--- config.mk ---
export PLATFORM = sky130hd
export DESIGN_NAME = pull_data_flat
export DESIGN_NICKNAME = d
export VERILOG_FILES = /design/src/rtl/pull_data_if.sv /design/src/rtl/pull_data.sv /design/src/flat_wrapper.sv
export SDC_FILE = /design/constraint.sdc
export NUM_CORES = 1
export LEC_CHECK = 0
export CELL_PAD_IN_SITES_DETAIL_PLACEMENT = 0
export CELL_PAD_IN_SITES_GLOBAL_PLACEMENT = 1
export CORE_AREA = 10 10 79 81
export CTS_CLUSTER_SIZE = 8
export DETAILED_ROUTE_END_ITERATION = 8
export DIE_AREA = 0 0 89 91
export PLACE_DENSITY = 0.68
export SYNTH_ARGS = -nofsm -noshare
export SYNTH_HDL_FRONTEND = slang
export SYNTH_SLANG_ARGS = --single-unit
--- constraint.sdc ---
create_clock -name clk -period 1.85 [get_ports clk]
set_input_delay 0.4625 -clock clk [delete_from_list [all_inputs] [get_ports clk]]
set_output_delay 0.4625 -clock clk [all_outputs]
set_load 0.02 [all_outputs]
--- src/rtl/pull_data_if.sv ---
// pull_data_if: byte-in / speed-word-out link between a byte source and the
// pull_data reassembler.
// Ports: master (byte source, drives write/data, observes results),
//        slave  (reassembler, consumes bytes, drives speed/valid/error/busy).
interface pull_data_if #(
   parameter int DATA_SIZE   = 8,
   parameter int WIDTH_SPEED = 14
);

   // Byte channel: one byte per cycle while write is high, never stalled.
   logic                   write;
   logic [DATA_SIZE-1:0]   data;

   // Reassembled word and status, all registered in the reassembler.
   logic [WIDTH_SPEED-1:0] speed;
   logic                   valid;
   logic                   frame_err;
   logic                   timeout_err;
   logic                   busy;

   modport master (
      output write,
      output data,
      input  speed,
      input  valid,
      input  frame_err,
      input  timeout_err,
      input  busy
   );

   modport slave (
      input  write,
      input  data,
      output speed,
      output valid,
      output frame_err,
      output timeout_err,
      output busy
   );

endinterface

--- src/rtl/pull_data.sv ---
// pull_data: rebuilds a WIDTH_SPEED-bit speed word from two DATA_SIZE-bit
// bytes (low byte first, then high byte) and flags stalled or corrupted frames.
// Latency: valid/speed one cycle after the high-byte strobe; never back-pressures.
// Ports:
//   clk          rising-edge clock
//   reset        synchronous, active-high
//   bus.write    byte strobe, one byte per high cycle
//   bus.data     byte value, sampled only with write
//   bus.speed    last good reassembled word, held between frames
//   bus.valid    one-cycle pulse, speed updated in the same cycle
//   bus.frame_err    one-cycle pulse, high byte carried nonzero pad bits
//   bus.timeout_err  one-cycle pulse, high byte missed its TIMEOUT window
//   bus.busy     high while a low byte is held
// Parameters must satisfy DATA_SIZE < WIDTH_SPEED <= 2*DATA_SIZE, TIMEOUT >= 2.
module pull_data #(
   parameter int WIDTH_SPEED = 14,
   parameter int DATA_SIZE   = 8,
   parameter int TIMEOUT     = 1000
) (
   input  logic          clk,
   input  logic          reset,
   pull_data_if.slave    bus
);

   // Number of meaningful bits carried by the high byte.
   localparam int HI_W  = WIDTH_SPEED - DATA_SIZE;
   // Bits of the high byte above HI_W that must be zero.
   localparam int PAD_W = 2 * DATA_SIZE - WIDTH_SPEED;
   localparam int CNT_W = $clog2(TIMEOUT);
   localparam logic [CNT_W-1:0] CNT_LAST = CNT_W'(TIMEOUT - 1);

   typedef enum logic {
      IDLE    = 1'b0,
      WAIT_HI = 1'b1
   } state_t;

   state_t                 state_q,       state_d;
   logic [CNT_W-1:0]       cnt_q,         cnt_d;
   logic [DATA_SIZE-1:0]   low_q,         low_d;
   logic [WIDTH_SPEED-1:0] speed_q,       speed_d;
   logic                   valid_q,       valid_d;
   logic                   frame_err_q,   frame_err_d;
   logic                   timeout_err_q, timeout_err_d;

   logic                   pad_nz;

   // With a full 2*DATA_SIZE word there is nothing to pad, so a frame error
   // is impossible by construction.
   generate
      if (PAD_W > 0) begin : g_pad
         assign pad_nz = |bus.data[DATA_SIZE-1:HI_W];
      end else begin : g_nopad
         assign pad_nz = 1'b0;
      end
   endgenerate

   // ------------------------------------------------------------------
   // Next-state and output decode
   // ------------------------------------------------------------------
   always_comb begin
      state_d       = state_q;
      cnt_d         = cnt_q;
      low_d         = low_q;
      speed_d       = speed_q;
      valid_d       = 1'b0;
      frame_err_d   = 1'b0;
      timeout_err_d = 1'b0;

      unique case (state_q)
         IDLE: begin
            if (bus.write) begin
               low_d   = bus.data;
               cnt_d   = '0;
               state_d = WAIT_HI;
            end
         end

         WAIT_HI: begin
            // A write always beats an expiring counter in the same cycle,
            // so the last cycle of the window still accepts the high byte.
            if (bus.write) begin
               state_d = IDLE;
               if (pad_nz) begin
                  frame_err_d = 1'b1;
               end else begin
                  speed_d = {bus.data[HI_W-1:0], low_q};
                  valid_d = 1'b1;
               end
            end else if (cnt_q == CNT_LAST) begin
               state_d       = IDLE;
               timeout_err_d = 1'b1;
               low_d         = '0;
            end else begin
               // Leaving at CNT_LAST keeps the counter saturated below wrap.
               cnt_d = cnt_q + CNT_W'(1);
            end
         end

         default: begin
            state_d = IDLE;
         end
      endcase
   end

   // ------------------------------------------------------------------
   // State and output registers
   // ------------------------------------------------------------------
   always_ff @(posedge clk) begin
      if (reset) begin
         state_q       <= IDLE;
         cnt_q         <= '0;
         low_q         <= '0;
         speed_q       <= '0;
         valid_q       <= 1'b0;
         frame_err_q   <= 1'b0;
         timeout_err_q <= 1'b0;
      end else begin
         state_q       <= state_d;
         cnt_q         <= cnt_d;
         low_q         <= low_d;
         speed_q       <= speed_d;
         valid_q       <= valid_d;
         frame_err_q   <= frame_err_d;
         timeout_err_q <= timeout_err_d;
      end
   end

   assign bus.speed       = speed_q;
   assign bus.valid       = valid_q;
   assign bus.frame_err   = frame_err_q;
   assign bus.timeout_err = timeout_err_q;
   assign bus.busy        = (state_q == WAIT_HI);

endmodule

--- src/flat_wrapper.sv ---
// flat-port wrapper written by rule: the top's interface ports become plain ports
module pull_data_flat 
#(
   parameter int WIDTH_SPEED = 14,
   parameter int DATA_SIZE   = 8,
   parameter int TIMEOUT     = 1000
)
  (clk, reset, bus_write, bus_data, bus_speed, bus_valid, bus_frame_err, bus_timeout_err, bus_busy);
  pull_data_if #(.DATA_SIZE(DATA_SIZE), .WIDTH_SPEED(WIDTH_SPEED)) bus_i ();
  input  logic clk;
  input  logic reset;
  input wire logic [$bits(bus_i.write)-1:0] bus_write;
  input wire logic [$bits(bus_i.data)-1:0] bus_data;
  output wire logic [$bits(bus_i.speed)-1:0] bus_speed;
  output wire logic [$bits(bus_i.valid)-1:0] bus_valid;
  output wire logic [$bits(bus_i.frame_err)-1:0] bus_frame_err;
  output wire logic [$bits(bus_i.timeout_err)-1:0] bus_timeout_err;
  output wire logic [$bits(bus_i.busy)-1:0] bus_busy;
  assign bus_i.write = bus_write;
  assign bus_i.data = bus_data;
  assign bus_speed = bus_i.speed;
  assign bus_valid = bus_i.valid;
  assign bus_frame_err = bus_i.frame_err;
  assign bus_timeout_err = bus_i.timeout_err;
  assign bus_busy = bus_i.busy;
  pull_data #(.WIDTH_SPEED(WIDTH_SPEED), .DATA_SIZE(DATA_SIZE), .TIMEOUT(TIMEOUT)) u_core (.clk(clk), .reset(reset), .bus(bus_i));
endmodule
==> reports/qor.csv <==
stage,metric,value,unit
run_status,outcome,"finished, final reports clean",
sta,Setup TNS Final,0,ps
drt,drt total wl,4010,um
synthesis,syn_nets,199,
critical_path,Setup CP Type,register to output pin,
critical_path,CP Depth,1,
layout,area grow syn2layout,37.9,%
sta,clk_skew,6.55,ps
synthesis,sequential-to-total area share from yosys stat,0.486,
placement,RePlAce Congestion,0.842,
power_and_ir_drop,Peak VDD IR,0.365,mV
die,die area,8100,um2
critical_path,Worst R2R Path Depth,5,
clocking,Setup Buffers After CTS,0,
drt,DRT met1 WL,1830,um
layout,Antenna Cells,0,
placement,number of cells after detailed placement,281,
synthesis,"EDFF count, synth",0,
placement,pre-CTS worst setup slack,-63.8,ps
drt,post-route ant nets,0,
critical_path,Bufs and invs on worst path,1,
drt,DR WL met3,264,um
layout,most frequent cells in the layout,"nand2_1, dfxtp_1, a21oi_1, clkdlybuf4s50_1, buf_4",
worst_hold_path,HP Class,register to register,
synthesis,synthesized area per cell,7.94,um2
clocking,# clock sinks,36,
worst_hold_path,Hold Path Stages,2,
synthesis,mapped cell area,1480,um2
synthesis,top_reg_cell synth,dfxtp_1,
critical_path,CP Launch Type,register,
sta,final hold violation count,0,
clocking,"CTS clk-pin slew, worst paths",70,ps
grt,gr usage total,0.104,
critical_path,Critical Path RT,1390,ps
drt,Vias,1454,
die,placement row count,25,
drt,Routed WL per cell,13.9,um
power_and_ir_drop,pwr dens,732,nW/um2
sta,RSZ-0062 raised after global routing,false,
drt,metal2 WL,1860,um
critical_path,"Max FO, Critical Path",2,
sta,worst setup margin,137,ps
sta,Fmax achieved,584,MHz
critical_path,CP endpoint kind,output pin,
grt,initial antenna violation count,0,
drt,DRT iter0 DRCs,56,
synthesis,Post-synth ARST share,0,
sta,period utilisation layout,0.926,
grt,grt total ovfl,0,
layout,"commonest non-fill, non-tap cell in the layout",nand2_1,
layout,Nets,246,
placement,Detail Placement HPWL,2960,um
clocking,TritonCTS clock tree,yes,
critical_path,Worst EP arrival,1250,ps
clocking,Post-CTS Hold Buffers,0,
die,core area,4660,um2
critical_path,slowest CP cell,clkdlybuf4s50_1,
synthesis,synthesis warning total,0,
layout,share of layout cells above drive strength 1,0.149,
layout,"non-filler cells, final",289,
run,Max Cap Viol,0,
placement,IO buf count,28,
drt,Vias/cell,5.03,
critical_path,crit-path cells,clkdlybuf4s50_1,
sta,Final min period,1710,ps
drt,router iterations before antenna repair,4,
synthesis,cells after synthesis,187,
grt,largest net degree at the start of global routing,18,
synthesis,Yosys cell types,32,
sta,worst-margin pin slew,402,ps
clocking,clock tree root driver cell,clkbuf_8,
synthesis,synthesized flop and latch total,36,
clocking,H-tree levels,2,
critical_path,Critical Path Max Stage Delay,620,ps
grt,global-route wire length before repair,6580,um
critical_path,critical path's top delay family,buffers and inverters,
clocking,latest clock arrival within the worst-skew pair,300,ps
drt,highest routed layer,met4,
drt,DRC violations left,0,
sta,relative slew slack,0.731,
power_and_ir_drop,Static Leak,0.000701,uW
sta,endpoints failing setup,0,
grt,vias in the first global route,1356,
sta,Max Slew Vio Count,0,
clocking,CTS max path bufs,2,
die,Initial Utilization,0.318,
clocking,TritonCTS buffer count,5,
die,Die Span X,89,um
die,Die Ht,91,um
die,Ports,29,
clocking,Post-CTS Resized,0,
-- routing by layer --
layer / track usage / vias up
met4: 0.0544 / 0
met1: 0.122 / 668
met5: 0 / -
li1: - / 740
met3: 0.0357 / 6
met2: 0.160 / 40
-- cell usage after synthesis (all sizes together) (3+ instances only) --
cell | n | area share
a21oi | 30 | 0.11
buf | 3 | 0.0084
clkbuf | 6 | 0.015
dfxtp | 36 | 0.49
inv | 3 | 0.0076
nand2 | 52 | 0.13
nand3 | 5 | 0.020
nor2 | 6 | 0.015
nor2b | 5 | 0.021
nor3 | 11 | 0.037
nor4 | 4 | 0.017
o211ai | 4 | 0.020
o21ai | 4 | 0.013
-- final timing paths --
| kind | from | endpoint | slack, ps |
|---|---|---|---|
| worst max-delay path | u_core.bus.speed[9]$_SDFFE_PP0P_ | bus_speed[9] | 140 |
| worst max register to register | u_core.cnt_q[0]$_SDFFE_PP0P_ | u_core.low_q[1]$_SDFFE_PP0P_ | 200 |
| worst min register to register | u_core.bus.speed[11]$_SDFFE_PP0P_ | u_core.bus.speed[11]$_SDFFE_PP0P_ | 450 |
| worst min-delay path | u_core.bus.speed[11]$_SDFFE_PP0P_ | u_core.bus.speed[11]$_SDFFE_PP0P_ | 450 |
-- area by class of cell --
cell class	instances	area [um2]
clock inverter	3	18.8
sequential	36	721
inverter	3	11.3
clock buffer	5	68.8
fill	462	2620
multi-input combinational	139	721
timing repair buffer	49	438
tap	54	67.6
-- flip-flops by register name, summed over array words and instances, names as in the netlist --
name                    cells
u_core.bus.valid            1
u_core.cnt_q               10
u_core.bus.speed           14
u_core.bus.frame_err        1
u_core.bus.timeout_err      1
u_core.bus.busy             1
u_core.low_q                8
-- logic make-up (layout without fill, tap and decap cells) --
logic type	after synthesis	count (layout)	share of synthesized area
AOI/OAI and AO/OA	45	45	0.184
buffers and inverters	12	60	0.0312
and+or+nand+nor	91	91	0.279
xor gates and xnor gates	2	2	0.0118
DFF	36	36	0.486
adders and majority gates	1	1	0.00843
-- report_power, final --
group / switching (uW) / total [uW] / internal, uW / leakage, uW
Combinational: 77.9 / 139 / 61.4 / 0.000362
Sequential: 7.67 / 798 / 791 / 0.000292
Clock: 297 / 559 / 262 / 0.0000479
-- stage by stage --
step / utilization / area (um2) / total power, uW / hold WS, ps
floorplan: - / 1480 / 883 / 432
global placement: 0.419 / 1950 / 954 / 443
detailed placement: 0.419 / 1950 / 956 / 446
CTS: 0.438 / 2040 / 1520 / 456
global route: 0.439 / 2050 / 1580 / 470
finish: 0.439 / 2050 / 1500 / 452
(Power assumes the default switching activity.)
